**src/rtl/arb_pkg.sv**
```systemverilog
// -----------------------------------------------------------------------------
// arb_pkg
//   Types and helpers shared by the bus arbiter and its priority picker.
//   arb_state_t : arbiter ownership state (no owner / one owner)
//   clog2_min1  : index width helper, never returns less than one bit
// -----------------------------------------------------------------------------
package arb_pkg;

  typedef enum logic {ARB_IDLE, ARB_GRANT} arb_state_t;

  function automatic int clog2_min1(input int v);
    return (v <= 2) ? 1 : $clog2(v);
  endfunction

endpackage

```
**src/rtl/arb_pick.sv**
```systemverilog
// -----------------------------------------------------------------------------
// arb_pick
//   Combinational rotating-priority search. Starting at ptr (or at index 0
//   when rr_mode is low) it scans upward with wrap and returns the first set
//   request bit.
//   req     in   N    request vector
//   ptr     in   IW   first index to consider in rotating mode
//   rr_mode in   1    1 = rotate from ptr, 0 = fixed priority from index 0
//   found   out  1    at least one request is set
//   idx     out  IW   index of the winning request (0 when none)
// -----------------------------------------------------------------------------
module arb_pick
  import arb_pkg::*;
#(
  parameter int N  = 2,
  parameter int IW = clog2_min1(N)
) (
  input  logic [N-1:0]  req,
  input  logic [IW-1:0] ptr,
  input  logic          rr_mode,
  output logic          found,
  output logic [IW-1:0] idx
);

  int start;
  int cand;

  always_comb begin
    found = 1'b0;
    idx   = '0;
    start = rr_mode ? int'(ptr) : 0;
    cand  = 0;
    for (int i = 0; i < N; i++) begin
      // start < N, so a single subtraction is enough to wrap
      cand = start + i;
      if (cand >= N) cand = cand - N;
      if (req[cand[IW-1:0]]) begin
        found = 1'b1;
        idx   = cand[IW-1:0];
        break;
      end
    end
  end

endmodule

```
**src/rtl/bus_arbiter_rr.sv**
```systemverilog
// -----------------------------------------------------------------------------
// bus_arbiter_rr
//   N-master bus arbiter with fixed-priority or round-robin selection,
//   bounded grant tenure with preemption, and owner lock against preemption.
//   clk       in   1           bus clock
//   reset_n   in   1           asynchronous active-low reset
//   m_req     in   N_MASTERS   per-master request (level)
//   m_lock    in   N_MASTERS   per-master lock, honoured only for the owner
//   m_gnt     out  N_MASTERS   registered one-hot-or-zero grant
//   gnt_valid out  1           registered |m_gnt
//   gnt_idx   out  IW          registered owner index, 0 when no grant
//   preempt   out  1           one-cycle pulse when a tenure timeout revokes a grant
// -----------------------------------------------------------------------------
module bus_arbiter_rr
  import arb_pkg::*;
#(
  parameter int N_MASTERS = 2,
  parameter int RR_MODE   = 1,
  parameter int MAX_HOLD  = 16
) (
  input  logic                                clk,
  input  logic                                reset_n,
  input  logic [N_MASTERS-1:0]                m_req,
  input  logic [N_MASTERS-1:0]                m_lock,
  output logic [N_MASTERS-1:0]                m_gnt,
  output logic                                gnt_valid,
  output logic [clog2_min1(N_MASTERS)-1:0]    gnt_idx,
  output logic                                preempt
);

  localparam int IW = clog2_min1(N_MASTERS);
  localparam int HW = clog2_min1(MAX_HOLD + 1);
  localparam logic [HW-1:0] HOLD_SAT  = HW'(MAX_HOLD);
  localparam logic [HW-1:0] HOLD_LAST = (MAX_HOLD == 0) ? '0 : HW'(MAX_HOLD - 1);
  localparam logic [IW-1:0] LAST_IDX  = IW'(N_MASTERS - 1);

  arb_state_t           state, state_nxt;
  logic [N_MASTERS-1:0] gnt_nxt;
  logic                 valid_nxt;
  logic [IW-1:0]        idx_nxt;
  logic [IW-1:0]        rr_ptr, ptr_nxt;
  logic [HW-1:0]        hold_cnt, hold_nxt;
  logic                 pre_nxt;

  logic                 pick_found;
  logic [IW-1:0]        pick_idx;
  logic                 owner_req;
  logic                 owner_lock;
  logic                 others_req;
  logic                 timeout;

  arb_pick #(.N(N_MASTERS), .IW(IW)) u_pick (
    .req     (m_req),
    .ptr     (rr_ptr),
    .rr_mode (RR_MODE != 0),
    .found   (pick_found),
    .idx     (pick_idx)
  );

  assign owner_req  = m_req[gnt_idx];
  assign owner_lock = m_lock[gnt_idx];
  assign others_req = |(m_req & ~m_gnt);
  // hold_cnt only climbs to HOLD_SAT, so "last or saturated" means the tenure is spent;
  // the saturated case covers a lock that outlived the timeout
  assign timeout    = (MAX_HOLD != 0) &&
                      ((hold_cnt == HOLD_LAST) || (hold_cnt == HOLD_SAT));

  always_comb begin
    state_nxt = state;
    gnt_nxt   = m_gnt;
    valid_nxt = gnt_valid;
    idx_nxt   = gnt_idx;
    ptr_nxt   = rr_ptr;
    hold_nxt  = hold_cnt;
    pre_nxt   = 1'b0;
    case (state)
      ARB_IDLE: begin
        gnt_nxt   = '0;
        valid_nxt = 1'b0;
        idx_nxt   = '0;
        hold_nxt  = '0;
        if (pick_found) begin
          state_nxt         = ARB_GRANT;
          gnt_nxt[pick_idx] = 1'b1;
          valid_nxt         = 1'b1;
          idx_nxt           = pick_idx;
          if (RR_MODE != 0)
            ptr_nxt = (pick_idx == LAST_IDX) ? '0 : pick_idx + 1'b1;
        end
      end
      ARB_GRANT: begin
        if (!owner_req || (timeout && others_req && !owner_lock)) begin
          // a plain release wins over a simultaneous timeout: no preempt pulse
          state_nxt = ARB_IDLE;
          gnt_nxt   = '0;
          valid_nxt = 1'b0;
          idx_nxt   = '0;
          hold_nxt  = '0;
          pre_nxt   = owner_req;
        end else if (hold_cnt != HOLD_SAT) begin
          hold_nxt = hold_cnt + 1'b1;
        end
      end
      default: state_nxt = ARB_IDLE;
    endcase
  end

  always_ff @(posedge clk or negedge reset_n) begin
    if (!reset_n) begin
      state     <= ARB_IDLE;
      m_gnt     <= '0;
      gnt_valid <= 1'b0;
      gnt_idx   <= '0;
      rr_ptr    <= '0;
      hold_cnt  <= '0;
      preempt   <= 1'b0;
    end else begin
      state     <= state_nxt;
      m_gnt     <= gnt_nxt;
      gnt_valid <= valid_nxt;
      gnt_idx   <= idx_nxt;
      rr_ptr    <= ptr_nxt;
      hold_cnt  <= hold_nxt;
      preempt   <= pre_nxt;
    end
  end

endmodule
```
**config.mk**
```make
export PLATFORM = sky130hd
export DESIGN_NAME = bus_arbiter_rr
export DESIGN_NICKNAME = d
export VERILOG_FILES = /design/src/rtl/arb_pkg.sv /design/src/rtl/arb_pick.sv /design/src/rtl/bus_arbiter_rr.sv
export SDC_FILE = /design/constraint.sdc
export NUM_CORES = 1
export LEC_CHECK = 0
export ABC_AREA = 1
export CORE_UTILIZATION = 35
export DETAILED_ROUTE_END_ITERATION = 10
export GPL_TIMING_DRIVEN = 0
export PLACE_DENSITY = 0.69
export SLEW_MARGIN = 15
export SYNTH_ARGS = -nofsm -noshare
export SYNTH_HDL_FRONTEND = slang
export SYNTH_HIERARCHICAL = 1
export SYNTH_SLANG_ARGS = --single-unit
```
**constraint.sdc**
```tcl
create_clock -name clk -period 1.2 [get_ports clk]
set_input_delay 0.3 -clock clk [delete_from_list [all_inputs] [get_ports clk]]
set_output_delay 0.3 -clock clk [all_outputs]
set_load 0.005 [all_outputs]
```
# Word level (Yosys, flattened, before mapping)
# Index checks and enable logic that the tools add are counted.
[op_classes]
n_addsub = 5
order_cmp = 7
eq_ne = 5
n_mux = 35
bitwise_logic = 3
n_reduce_logical = 9
[op_table]
columns = ["cell", "count"]
rows = [
  ["two-way mux 1 bit", 25],
  ["two-way mux 5 bit", 2],
  ["case mux 5 bit (2 select lines)", 1],
  ["< comparator 1 x 2 -> 1 bit, second input constant", 4],
  ["case mux 1 bit (2 select lines)", 3],
  ["adder 5 x 1 -> 5 bit, second input constant", 1],
  ["equality test 5 x 4 -> 1 bit, second input constant", 1],
  ["equality test 5 bit, second input constant", 1],
  ["!= test 5 bit, second input constant", 1],
  ["two-way mux 2 bit", 2],
  ["case mux 2 bit (2 select lines)", 1],
  ["logical AND 1 bit", 3],
  ["!= test 3 x 1 -> 1 bit, second input constant", 1],
  ["adder 1 x 1 -> 2 bit, second input constant", 1],
  ["AND 2 bit", 1],
  [">= comparator 1 x 2 -> 1 bit, second input constant", 1],
  [">= comparator 2 bit, second input constant", 1],
  ["logical NOT 1 bit", 2],
  ["logical OR 1 bit", 2],
  ["!= test 2 x 1 -> 1 bit, second input constant", 1],
  ["NOT 2 bit", 1],
  ["AND reduction 2 bit", 1],
  ["OR reduction 2 bit", 1],
  ["subtractor 1 bit, second input constant", 2],
  ["4 further kinds", 4],
]
[totals]
register_bits = 12
out_inout_bits = 5

# Logic depth before layout (Yosys ltp)
# Gate-level depths: netlist of run 1.
[depth]
word_depth = 16
ltp_mapped = 7
ltp_nobuf = 7

# Hierarchy
# Netlist of run 1, hierarchy kept.
[modules_own_cells]
columns = ["mod", "n_inst", "cells_per_inst", "area_each_um2"]
rows = [
  ["bus_arbiter_rr", 1, 73, 629.4],
  ["arb_pick", 1, 4, 18.8],
]

# Worst setup path after synthesis of run 1
# No wires, ideal clock.
[synth_timing]
path_type = "reg2reg"
from = "register hold_cnt[0]"
to = "register state"
setup_time_ps = 118
arrival_time_ps = 1077
slack_ps = 5
stages_incl_launch_ff = 8
synth_period_minus_slack_ps = 1195
path_cell_list = "dfrtp_1 > inv_1 > ha_1 > nand3_1 > nand2_1 > nand4_4 > nand2_4 > nand2_2"
[synth_between]
elab_chain_len = 7
elab_cells_between_ends = 8
[synth_rtl]
columns = ["item", "line", "rtl"]
rows = [
  ["start, declared", "bus_arbiter_rr.sv:42", "logic [HW-1:0] hold_cnt, hold_nxt;"],
  ["start signal, assigned", "bus_arbiter_rr.sv:123", "hold_cnt <= hold_nxt;"],
  ["equality test 5 x 4 -> 1 bit or equality test 5 bit (tied branches)", "bus_arbiter_rr.sv:66", "((hold_cnt == HOLD_LAST) || (hold_cnt == HOLD_SAT));"],
  ["logical OR 1 bit (*)", "bus_arbiter_rr.sv:66", ""],
  ["logical AND 1 bit (*) (2 in a row)", "bus_arbiter_rr.sv:92", "if (!owner_req || (timeout && others_req && !owner_lock)) begin"],
  ["logical OR 1 bit (*)", "bus_arbiter_rr.sv:92", ""],
  ["two-way mux 1 bit (*)", "bus_arbiter_rr.sv:92", ""],
  ["case mux 1 bit (2 select lines) (*)", "bus_arbiter_rr.sv:76", "case (state)"],
  ["via state_nxt", "bus_arbiter_rr.sv:37", "arb_state_t state, state_nxt;"],
  ["end signal, assigned", "bus_arbiter_rr.sv:118", "state <= state_nxt;"],
  ["end, declared", "bus_arbiter_rr.sv:37", ""],
]
# Mark *: on every way through the listed nets, which the timed path passes. The rest lies on a longest branch.
# A chain may end at the register's enable or synchronous reset.

# Worst setup path after layout of run 1
[layout_timing]
from = "register gnt_idx"
to = "register state"
[layout_between]
elab_chain_len = 7
elab_cells_between_ends = 10
[layout_rtl]
columns = ["item", "line", "rtl"]
rows = [
  ["start, declared", "bus_arbiter_rr.sv:27", "output logic [clog2_min1(N_MASTERS)-1:0] gnt_idx,"],
  ["start signal, assigned", "bus_arbiter_rr.sv:121", "gnt_idx <= idx_nxt;"],
  ["two-way mux 1 bit (implied by the code) (2 in a row)", "bus_arbiter_rr.sv:61", "assign owner_lock = m_lock[gnt_idx];"],
  ["logical NOT 1 bit", "bus_arbiter_rr.sv:92", ""],
  ["logical AND 1 bit", "bus_arbiter_rr.sv:92", ""],
  ["logical OR 1 bit (*)", "bus_arbiter_rr.sv:92", ""],
  ["two-way mux 1 bit (*)", "bus_arbiter_rr.sv:92", ""],
  ["case mux 1 bit (2 select lines) (*)", "bus_arbiter_rr.sv:76", ""],
  ["via state_nxt", "bus_arbiter_rr.sv:37", ""],
]
# Mark *: on every way through the listed nets, which the timed path passes. The rest lies on a longest branch. The select of a mux whose other input is x is not followed.

==> summary.md, run 1 <==
| Metric | Value |
|---|---|
| Crit path DAT | 1.46 ns |
| First-pass GRT wire length | 2030 um |
| Final worst slack | -0.101 ns |
| Met2 usage | 21.2% |
| ANT cells | 0 |
| Synth Register Bits | 11 |
| Starting density of the core | 37.5% |
| Area Growth Syn to Fin | 39.8% |
| End of the critical path | state$_DFF_PN0_ |
| Routed Antenna Nets | 0 |
| Tcrit/Tclk final | 108% |
| Clock Latency Late Sink | 0.26 ns |
| Chip width | 45.0 um |
| Remaining global-route overflow | 0 |
| Kind of critical path | reg -> reg |
| Ports | 11 |
| Final HPWL DP | 855 um |
| GRT met3 Usage | 2.40% |
| Clk buf depth | 2 |
| Peak VDD IR | 0.819 mV |
| Fraction of layout cells with a size suffix above 1 | 43.3% |
| Post-synthesis sequential area ratio | 42.5% |
| Max Cap Viol | 0 |
| Mapped Nets | 85 |
| Met1 Usage GRT | 19.4% |
| FF-to-FF path depth | 7 |
| Power per cell area | 1770 mW/mm^2 |
| DRT Wirelength | 1270 um |
| Async set or reset register ratio after synthesis | 100% |
| Final core utilization | 52.5% |
| Max-slew violation count | 0 |
| Reg2reg setup slack | -0.10 ns |
| Max_slew headroom | 66.0% |
| Skew final | 0.00337 ns |
| Core ar. | 0.00173 sq mm |
| Ys flop type | dfrtp_1 |
| Worst-Margin Slew | 0.508 ns |
| Post-layout nets | 106 |
| Max Freq | 768 MHz |
| Vias in the first global route | 491 |
| DRC | 0 |
| Row count | 15 |
| Post-synth EDFFs | 0 |
| P_leak | 0.445 nW |
| Ranking of synthesized cells by area | dfrtp_1 (42%), nand2_1 (9.3%), inv_1 (6.4%), nand3_1 (6.2%), nor2_2 (4.8%) |
| Clock transition at path regs | 0.07 ns |
| Hold WC Path Type | in -> async |
| Critical path endpoint category | register |
| Num Clock Sinks | 11 |
| Vias | 540 |
| GPL Wtd Cong | 0.760 |
| RSZ-0062 raised after global routing | true |
| Synth Cell Area | 648 sq um |
| Worst endpoint required time | 1.36 ns |
| Distinct cells, synth | 23 |
| Share of the synthesized area in the top cell type | 42.5% |
| Layout filler cell count | 172 |
| Final setup viols | 11 |
| Drt via density | 4.43 |
| Largest net degree at the start of global routing | 12 |
| YS warnings | 6 |
| Failing checks | setup timing |
| Final Hold Viols | 0 |
| DR pass1 iterations | 4 |
| Antenna violations before repair | 0 |
| Startpoint type of the worst setup path | register |
| Syn Inst Count | 77 |
| Reg2Reg Launch Point | gnt_idx$_DFFE_PN0P_ |
| Routed wire per std cell | 10.4 um |
| Root buf cell | clkbuf_4 |
| Starting DRT DRC Count | 12 |
| Gr busiest metal | met2 |
| Port-buffer cells | 10 |
| Syn Area/Cell | 8.42 sq um |
| Outcome | finished, violations left |
| FF-to-FF End | state$_DFF_PN0_ |
| Die ar. | 0.00203 sq mm |
| CP Launch Point | gnt_idx$_DFFE_PN0P_ |
| TritonCTS buffer count | 3 |
| H-tree Lvls | 1 |
| Post-layout min period | 1.30 ns |
| Leading area contributor after synthesis | dfrtp_1 |
| Power Total | 0.00161 W |
| Crit-path max FO | 6 |
| CTS tree | done |
| Die Ht | 45.0 um |
| All-Layer GR Usage | 13.9% |
==> routing by layer <==
metal	wire length (um)	share of wire (%)
met1	613	48
met5	0	0
met4	0	0
met2	624	49
met3	27	2.1
==> flip-flops by register name, summed over array words and instances, names as in the netlist <==
signal	count
rr_ptr	1
m_gnt	1
state	1
gnt_idx	1
preempt	1
gnt_valid	1
hold_cnt	5
==> cell usage after synthesis, types with 2 or more instances <==
cell type / number
inv_2: 2
dfrtp_1: 11
nor2_1: 3
ha_1: 2
nand2_1: 16
xor2_1: 2
nand3_1: 8
or2_1: 3
nand2_2: 2
inv_1: 11
nor2_2: 5
==> through the flow <==
| step | cell area (sq um) | setup TNS (ns) | hold slack [ns] | instances | setup WS [ns] |
|---|---|---|---|---|---|
| 3_5_place_dp | 779 | -3.30 | 0.471 | 112 | -0.304 |
| 6_report | 906 | -0.766 | 0.369 | 122 | -0.101 |
| 3_3_place_gp | 779 | -3.16 | 0.465 | 112 | -0.293 |
| 2_1_floorplan | 648 | 0 | 0.00441 | 77 | 0.00543 |
| 5_1_grt | 906 | -1.48 | 0.407 | 122 | -0.172 |
| 4_1_cts | 882 | -0.844 | 0.383 | 120 | -0.117 |
==> final cells by class <==
type                    instances  area, sq um  share of cell area (%)
plain buffers                   1         11.3                    1.24
repair buffers                 16          143                    15.7
multi-input cells              51          365                    40.3
clock buffers                   4         26.3                    2.90
flip-flops and latches         11          277                    30.5
inverters                      14         52.6                    5.80
well taps                      25         31.3                    3.45
==> timing repair <==
| action | 4_1_cts | 5_1_grt |
|---|---|---|
| gates cloned | 0 | 0 |
| pin swaps | 5 | 13 |
| hold buffers | 0 | 0 |
| buffers inserted | 4 | 2 |
| setup endpoints to repair | 16 | 13 |
| resized for setup | 22 | 8 |
==> kinds of logic after synthesis <==
family,synth area share (%)
AO/OA/AOI/OAI,2.89
XOR/XNOR,2.70
adder cells (fa/ha/maj),3.86
buffers and inverters,9.27
flip-flops,42.5
other,0.579
AND/OR/NAND/NOR,38.2
==> power by group <==
group / switching (W) / internal, W
Sequential: 0.0000756 / 0.000478
Combinational: 0.000412 / 0.000385
Clock: 0.000127 / 0.000128
Total: 0.000615 / 0.000992
==> worst min-delay path by stage <==
stage	to	slack, ns	cells past startpoint
after detailed placement	rr_ptr$_DFFE_PN0P_	0.47	2
after floorplan	gnt_idx$_DFFE_PN0P_	0.004	0
after global routing	preempt$_DFF_PN0_	0.41	1
final	preempt$_DFF_PN0_	0.37	1
after CTS	preempt$_DFF_PN0_	0.38	1
after global placement	rr_ptr$_DFFE_PN0P_	0.47	2
==> cells in the final DEF (no fill, tap or decap), drive strengths merged <==
cell type      netlist  routed
nand2               19      19
inv                 13      14
dfrtp               11      11
nor2                 9       9
buf                  1       8
nand3                8       8
clkbuf               0       5
clkdlybuf4s50        0       4
or2                  3       3
xor2                 2       2
clkdlybuf4s15        0       2
nand4                2       2
o21ai                2       2
ha                   2       2
nor3                 1       1
nand3b               1       1
dlymetal6s2s         0       1
dlygate4sd2          0       1
conb                 1       1
a21oi                1       1
==> worst max-delay path, cell delays in order, from the launching register on <==
cell,delay (ns)
dfrtp_2,0.42
buf_4,0.16
inv_2,0.06
nand2_1,0.06
nand2_2,0.10
nand4_4,0.18
nand2_4,0.15
nand2_2,0.05
No activity file was read; power rests on OpenSTA's default activity.
==> inputs of run 2 (changes only) <==
--- a/config.mk
+++ b/config.mk
@@ -5,11 +5,10 @@
 export SDC_FILE = /design/constraint.sdc
 export NUM_CORES = 1
 export LEC_CHECK = 0
-export ABC_AREA = 1
 export CORE_UTILIZATION = 35
 export DETAILED_ROUTE_END_ITERATION = 10
 export GPL_TIMING_DRIVEN = 0
-export PLACE_DENSITY = 0.69
+export PLACE_DENSITY = 0.64
 export SLEW_MARGIN = 15
 export SYNTH_ARGS = -nofsm -noshare
 export SYNTH_HDL_FRONTEND = slang
==> summary.md, run 2 <==
| Metric | Value |
|---|---|
| Antenna violations before repair | 0 (unchanged) |
| FF-to-FF End | hold_cnt[3]$_DFFE_PN0P_ (was state$_DFF_PN0_) |
| Post-synth top cells | dfrtp_1 (11), nand2_1 (8), nand3_1 (4), nor3_1 (4), o21ai_0 (3) (was nand2_1 (16), dfrtp_1 (11), inv_1 (11)) |
| Routed Antenna Nets | 0 (unchanged) |
| Syn Inst Count | 59 (was 77) |
| Mapped Nets | 67 (was 85) |
| H-tree Lvls | 1 (unchanged) |
| Leading area contributor after synthesis | dfrtp_1 (unchanged) |
| GPL Wtd Cong | 0.710 (was 0.760) |
| Fraction of layout cells with a size suffix above 1 | 32.5% (was 43.3%) |
| Failing checks | DRC, setup timing (was setup timing) |
| Max Cap Viol | 0 (unchanged) |
| RSZ-0062 raised after global routing | true (unchanged) |
| Clock transition at path regs | 0.07 ns (about the same) |
| Vias | 486 (was 540) |
| Syn Area/Cell | 10.3 sq um (was 8.42 sq um) |
| Clock Latency Late Sink | 0.27 ns (was 0.26 ns) |
| Peak VDD IR | 0.894 mV (was 0.819 mV) |
| Post-synthesis sequential area ratio | 45.5% (was 42.5%) |
| DRC | 1 (was 0) |
| Vias in the first global route | 499 (was 491) |
| Met2 usage | 25.4% (was 21.2%) |
| Final instance area | 831 sq um (was 906 sq um) |
| Crit path DAT | 1.53 ns (was 1.46 ns) |
| Synth Register Bits | 11 (unchanged) |
| Final Hold Viols | 0 (unchanged) |
| Remaining global-route overflow | 0 (unchanged) |
| Starting DRT DRC Count | 6 (was 12) |
| CTS tree | done (unchanged) |
| Die ar. | 0.00190 sq mm (was 0.00203 sq mm) |
| Max-slew violation count | 0 (unchanged) |
| Reg2Reg Launch Point | hold_cnt[1]$_DFFE_PN0P_ (was gnt_idx$_DFFE_PN0P_) |
| First-pass GRT wire length | 2190 um (was 2030 um) |
| Async set or reset register ratio after synthesis | 100% (unchanged) |
| Ports | 11 (unchanged) |
| Reg2reg setup slack | -0.18 ns (was -0.10 ns) |
| TritonCTS buffer count | 3 (unchanged) |
| Kind of critical path | reg -> reg (unchanged) |
| Slowest cell on the critical path | dfrtp_1 (was dfrtp_2) |
| Crit-path cells | ha_2, nand3_2, or2_4, a22oi_2, nor3_1 (was buf_4, inv_2, nand2_1, nand2_2, nand4_4, nand2_4, nand2_2) |
| CP delay by family, top | simple AND/OR/NAND/NOR gates (unchanged) |
| DRT Wirelength | 1280 um (was 1270 um) |
| Ranking of synthesized cells by area | dfrtp_1 (45%), nand2_1 (5.0%), ha_1 (4.1%), a22oi_4 (3.5%), nand3_1 (3.3%) (was dfrtp_1 (42%), nand2_1 (9.3%), inv_1 (6.4%), nand3_1 (6.2%), nor2_2 (4.8%)) |
| Routed wire per std cell | 13.4 um (was 10.4 um) |
| Power per cell area | 1630 mW/mm^2 (was 1770 mW/mm^2) |
| Power Total | 0.00135 W (was 0.00161 W) |
| Tcrit/Tclk final | 115% (was 108%) |
| Largest Register | hold_cnt (unchanged) |
| P_leak | 0.392 nW (was 0.445 nW) |
| Clk buf depth | 2 (unchanged) |
| Final worst slack | -0.177 ns (was -0.101 ns) |
| Die Ht | 43.6 um (was 45.0 um) |
| Post-layout min period | 1.38 ns (was 1.30 ns) |
| Cell with the most instances after synthesis | dfrtp_1 (was nand2_1) |
| Max FFs per register | 5 (unchanged) |
| Crit-path max FO | 4 (was 6) |
| Root buf cell | clkbuf_4 (unchanged) |
| Skew final | 0.00127 ns (was 0.00337 ns) |
| Most frequent cells in the layout | dfrtp_1 (10), nand2_1 (8), buf_4 (6) (was nand2_1 (13), dfrtp_1 (10), inv_1 (8), inv_2 (6), buf_4 (6)) |
| Starting density of the core | 38.8% (was 37.5%) |
| Synth Cell Area | 606 sq um (was 648 sq um) |
| Post-synth EDFFs | 0 (unchanged) |
| Hold WC Path Type | in -> async (unchanged) |
| Worst-Margin Slew | 0.511 ns (was 0.508 ns) |
| Gr busiest metal | met2 (unchanged) |
| YS warnings | 6 (unchanged) |
| All-Layer GR Usage | 16.4% (was 13.9%) |
| Drt via density | 5.06 (was 4.43) |
| Met1 Usage GRT | 20.4% (was 19.4%) |
| Post-layout nets | 89 (was 106) |
| Ys flop type | dfrtp_1 (unchanged) |
| FF-to-FF path depth | 5 (was 7) |
| Port-buffer cells | 10 (unchanged) |
| Outcome | finished, violations left (unchanged) |
| Largest net degree at the start of global routing | 12 (unchanged) |
| DR pass1 iterations | 7 (was 4) |
| Max Freq | 726 MHz (was 768 MHz) |
| Most common cell after layout, fill and taps aside | dfrtp_1 (was nand2_1) |
| GRT met3 Usage | 4.58% (was 2.40%) |
| Core ar. | 0.00156 sq mm (was 0.00173 sq mm) |
| Distinct cells, synth | 29 (was 23) |
| Critical path endpoint category | register (unchanged) |
| Buf/Inv on CP | 0 (was 2) |
| Row count | 14 (was 15) |
| ANT cells | 0 (unchanged) |
| Worst endpoint required time | 1.35 ns (was 1.36 ns) |
| Max_slew headroom | 65.8% (was 66.0%) |
| Placed cell areas | 728 sq um (was 779 sq um) |
| Num Clock Sinks | 11 (unchanged) |
| Share of the synthesized area in the top cell type | 45.5% (was 42.5%) |
| Largest stage delay on the critical path | 0.40 ns (was 0.42 ns) |
| Chip width | 43.6 um (was 45.0 um) |
| Final HPWL DP | 803 um (was 855 um) |
| # hold bufs at CTS | 0 (unchanged) |
| Area Growth Syn to Fin | 37.2% (was 39.8%) |
| Final setup viols | 11 (unchanged) |
| Startpoint type of the worst setup path | register (unchanged) |
==> run 2: changes by cell type after synthesis, moves of 2 or more <==
cell	before	now
inv_1	11	2
inv_2	2	0
nand2_1	16	8
nand3_1	8	4
nor2_2	5	0
nor3_1	0	4
o21ai_0	1	3
o22ai_1	0	2
or2_1	3	1
==> run 2: per-layer routing <==
layer	up-vias	routed length, um
met3	4	66
li1	247	-
met1	224	589
met2	11	600
met5	-	0
met4	0	27
==> run 2: worst max-delay path by stage <==
stage	startpoint	endpoint	slack, ns	cells past startpoint
2_1_floorplan	hold_cnt[0]$_DFFE_PN0P_	gnt_idx$_DFFE_PN0P_	-0.11	5
3_3_place_gp	m_req[0]	gnt_valid$_DFFE_PN0P_	-0.53	5
3_5_place_dp	m_req[0]	gnt_valid$_DFFE_PN0P_	-0.51	5
4_1_cts	hold_cnt[1]$_DFFE_PN0P_	preempt$_DFF_PN0_	-0.17	5
5_1_grt	hold_cnt[1]$_DFFE_PN0P_	preempt$_DFF_PN0_	-0.27	5
6_report	hold_cnt[1]$_DFFE_PN0P_	hold_cnt[3]$_DFFE_PN0P_	-0.18	5
==> run 2: through the flow <==
step	hold slack, ns	setup slack (ns)	std cells	util (%)	TNS, ns
finish	0.363	-0.177	96	53.3	-1.59
global route	0.421	-0.271	96	53.3	-2.44
CTS	0.380	-0.174	94	52.0	-1.50
detailed placement	0.474	-0.514	85	46.7	-5.45
global placement	0.464	-0.530	85	46.7	-5.47
floorplan	0.00441	-0.112	59	-	-0.891
==> run 2: timing repair <==
| item | CTS | global route |
|---|---|---|
| resized for setup | 23 | 2 |
| gates cloned | 1 | 0 |
| endpoints found under the setup margin | 15 | 11 |
| buffers inserted | 4 | 3 |
| pin swaps | 4 | 2 |
==> run 2: report_power, final <==
part | internal [W] | switching [W] | leakage (nW)
Sequential | 0.000471 | 0.0000836 | 0.143
Clock | 0.000129 | 0.000132 | 0.0150
Combinational | 0.000288 | 0.000248 | 0.235
Total | 0.000887 | 0.000464 | 0.392
==> run 2: area by class of cell <==
| cell class | count | area, sq um |
|---|---|---|
| Tap cell | 16 | 20.0 |
| Fill cell | 151 | 728 |
| Timing Repair Buffer | 17 | 150 |
| Multi-Input combinational cell | 46 | 350 |
| Clock buffer | 4 | 26.3 |
| Inverter | 2 | 7.51 |
| Sequential cell | 11 | 277 |
==> run 2: logic make-up (layout without fill, tap and decap cells) <==
family	count (synthesis)	in the layout	share of synthesized area, %
multiplexers	2	2	4.13
buffers and inverters	3	23	2.48
XOR/XNOR	3	3	4.34
flip-flops	11	11	45.5
AO/OA/AOI/OAI	10	11	13.0
other	1	1	0.619
adder cells (fa/ha/maj)	2	2	4.13
AND/OR/NAND/NOR	27	27	25.8
==> run 2: worst register-to-register path, cell delays in order, from the launching register on <==
cell and delay, ns:
dfrtp_1 0.40, ha_2 0.21, nand3_2 0.08, or2_4 0.26
a22oi_2 0.22, nor3_1 0.08
==> inputs of run 3 (changes only) <==
--- a/config.mk
+++ b/config.mk
@@ -7,7 +7,9 @@
 export LEC_CHECK = 0
 export CORE_UTILIZATION = 35
 export DETAILED_ROUTE_END_ITERATION = 10
+export GPL_ROUTABILITY_DRIVEN = 1
 export GPL_TIMING_DRIVEN = 0
+export MAX_ROUTING_LAYER = met4
 export PLACE_DENSITY = 0.64
 export SLEW_MARGIN = 15
 export SYNTH_ARGS = -nofsm -noshare
==> summary.md, run 3 (synthesized netlist as in run 2, its figures left out) <==
| Metric | Value |
|---|---|
| Skew final | 0.00127 ns (about the same) |
| Post-layout min period | 1.38 ns (about the same) |
| Largest stage delay on the critical path | 0.40 ns (about the same) |
| Die ar. | 0.00190 sq mm (unchanged) |
| Most frequent cells in the layout | dfrtp_1 (10), nand2_1 (8), buf_4 (6) (unchanged) |
| Clock transition at path regs | 0.07 ns (about the same) |
| Most common cell after layout, fill and taps aside | dfrtp_1 (unchanged) |
| DR pass1 iterations | 7 (unchanged) |
| Crit-path max FO | 4 (unchanged) |
| Vias | 486 (unchanged) |
| Max-slew violation count | 0 (unchanged) |
| Vias in the first global route | 499 (unchanged) |
| CTS tree | done (unchanged) |
| All-Layer GR Usage | 16.9% (was 16.4%) |
| DRC | 1 (unchanged) |
| Buf/Inv on CP | 0 (unchanged) |
| Largest net degree at the start of global routing | 12 (unchanged) |
| Final worst slack | -0.177 ns (about the same) |
| Ports | 11 (unchanged) |
| Levels on crit path | 5 (unchanged) |
| Final HPWL DP | 803 um (unchanged) |
| Starting density of the core | 38.8% (unchanged) |
| Remaining global-route overflow | 0 (unchanged) |
| Clk buf depth | 2 (unchanged) |
| TritonCTS buffer count | 3 (unchanged) |
| Dpl ws | -0.514 ns (unchanged) |
| Outcome | finished, violations left (unchanged) |
| Peak VDD IR | 0.894 mV (about the same) |
| Final instance area | 831 sq um (unchanged) |
| Clock Latency Late Sink | 0.27 ns (about the same) |
| CP delay by family, top | simple AND/OR/NAND/NOR gates (unchanged) |
| Critical path endpoint category | register (unchanged) |
| Row count | 14 (unchanged) |
| Chip width | 43.6 um (unchanged) |
| Largest Register | hold_cnt (unchanged) |
| H-tree Lvls | 1 (unchanged) |
| Fraction of layout cells with a size suffix above 1 | 32.5% (unchanged) |
| FF-to-FF path depth | 5 (unchanged) |
| P_leak | 0.392 nW (unchanged) |
| Reg2reg setup slack | -0.18 ns (about the same) |
| Routed Antenna Nets | 0 (unchanged) |
| Crit-path cells | ha_2, nand3_2, or2_4, a22oi_2, nor3_1 (unchanged) |
| GPL Wtd Cong | 0.718 (was 0.710) |
| Startpoint type of the worst setup path | register (unchanged) |
| Routed wire per std cell | 13.4 um (unchanged) |
| ANT cells | 0 (unchanged) |
| Crit path DAT | 1.53 ns (about the same) |
| Worst-Margin Slew | 0.511 ns (unchanged) |
| RSZ-0062 raised after global routing | true (unchanged) |
| Worst endpoint required time | 1.35 ns (about the same) |
| Core ar. | 0.00156 sq mm (unchanged) |
| Layout filler cell count | 151 (unchanged) |
| Root buf cell | clkbuf_4 (unchanged) |
| Drt via density | 5.06 (unchanged) |
| Port-buffer cells | 10 (unchanged) |
| Antenna violations before repair | 0 (unchanged) |
| Tcrit/Tclk final | 115% (about the same) |
| Hold WC Path Type | in -> async (unchanged) |
| Max_slew headroom | 65.8% (unchanged) |
| Kind of critical path | reg -> reg (unchanged) |
| Failing checks | DRC, setup timing (unchanged) |
| DRT Wirelength | 1280 um (unchanged) |
| Starting DRT DRC Count | 6 (unchanged) |
| Area Growth Syn to Fin | 37.2% (unchanged) |
| Power per cell area | 1630 mW/mm^2 (about the same) |
| First-pass GRT wire length | 2190 um (about the same) |
| Max FFs per register | 5 (unchanged) |
| Final Hold Viols | 0 (unchanged) |
| Max Freq | 726 MHz (about the same) |
| Die Ht | 43.6 um (unchanged) |
| Slowest cell on the critical path | dfrtp_1 (unchanged) |
| Post-layout nets | 89 (unchanged) |
| Placed cell areas | 728 sq um (unchanged) |
| Num Clock Sinks | 11 (unchanged) |
| Max Cap Viol | 0 (unchanged) |
| Final setup viols | 11 (unchanged) |
| # hold bufs at CTS | 0 (unchanged) |
| Final core utilization | 53.3% (unchanged) |
## run 3: cell counts in the layout (fill, tap and decap cells not counted)
Identical to the previous run, type by type.
## run 3: repair_timing
| item | 4_1_cts | 5_1_grt |
|---|---|---|
| gates cloned | 1 | 0 |
| endpoints found under the setup margin | 15 | 11 |
| gates resized for setup | 23 | 2 |
| pin swaps | 4 | 2 |
| buffers inserted | 4 | 3 |
## run 3: path summary, 6_finish.rpt
| kind | endpoint | from |
|---|---|---|
| max in group asynchronous | gnt_idx$_DFFE_PN0P_ | reset_n |
| min in group clk | rr_ptr$_DFFE_PN0P_ | rr_ptr$_DFFE_PN0P_ |
| hold / removal | gnt_valid$_DFFE_PN0P_ | reset_n |
| hold reg to reg | rr_ptr$_DFFE_PN0P_ | rr_ptr$_DFFE_PN0P_ |
| setup reg to reg | hold_cnt[3]$_DFFE_PN0P_ | hold_cnt[1]$_DFFE_PN0P_ |
| setup / recovery | hold_cnt[3]$_DFFE_PN0P_ | hold_cnt[1]$_DFFE_PN0P_ |
## run 3: area by class of cell
cell class	count	area (sq um)	share of cell area (%)
inverter	2	7.51	0.904
multi-input combinational	46	350	42.2
tap	16	20.0	2.41
clock buffer	4	26.3	3.16
timing repair buffer	17	150	18.1
sequential	11	277	33.3
## run 3: where the power goes
group | switching (W) | internal (W)
combinational | 0.000248 | 0.000288
sequential | 0.0000836 | 0.000471
clock | 0.000132 | 0.000129
## run 3: metrics by stage
step / instances / hold slack, ns / TNS (ns) / power [W]
after global routing: 96 / 0.421 / -2.44 / 0.00144
after global placement: 85 / 0.464 / -5.47 / 0.00100
after detailed placement: 85 / 0.474 / -5.45 / 0.00102
after floorplan: 59 / 0.00441 / -0.891 / 0.000827
after CTS: 94 / 0.380 / -1.50 / 0.00135
final: 96 / 0.363 / -1.59 / 0.00135
## run 3: metal layers
layer	vias to the layer above	global-route usage [%]	routed length, um
li1	247	-	-
met1	224	20.4	589
met2	11	25.4	600
met3	4	4.58	66
met4	0	9.38	27
met5	-	-	0
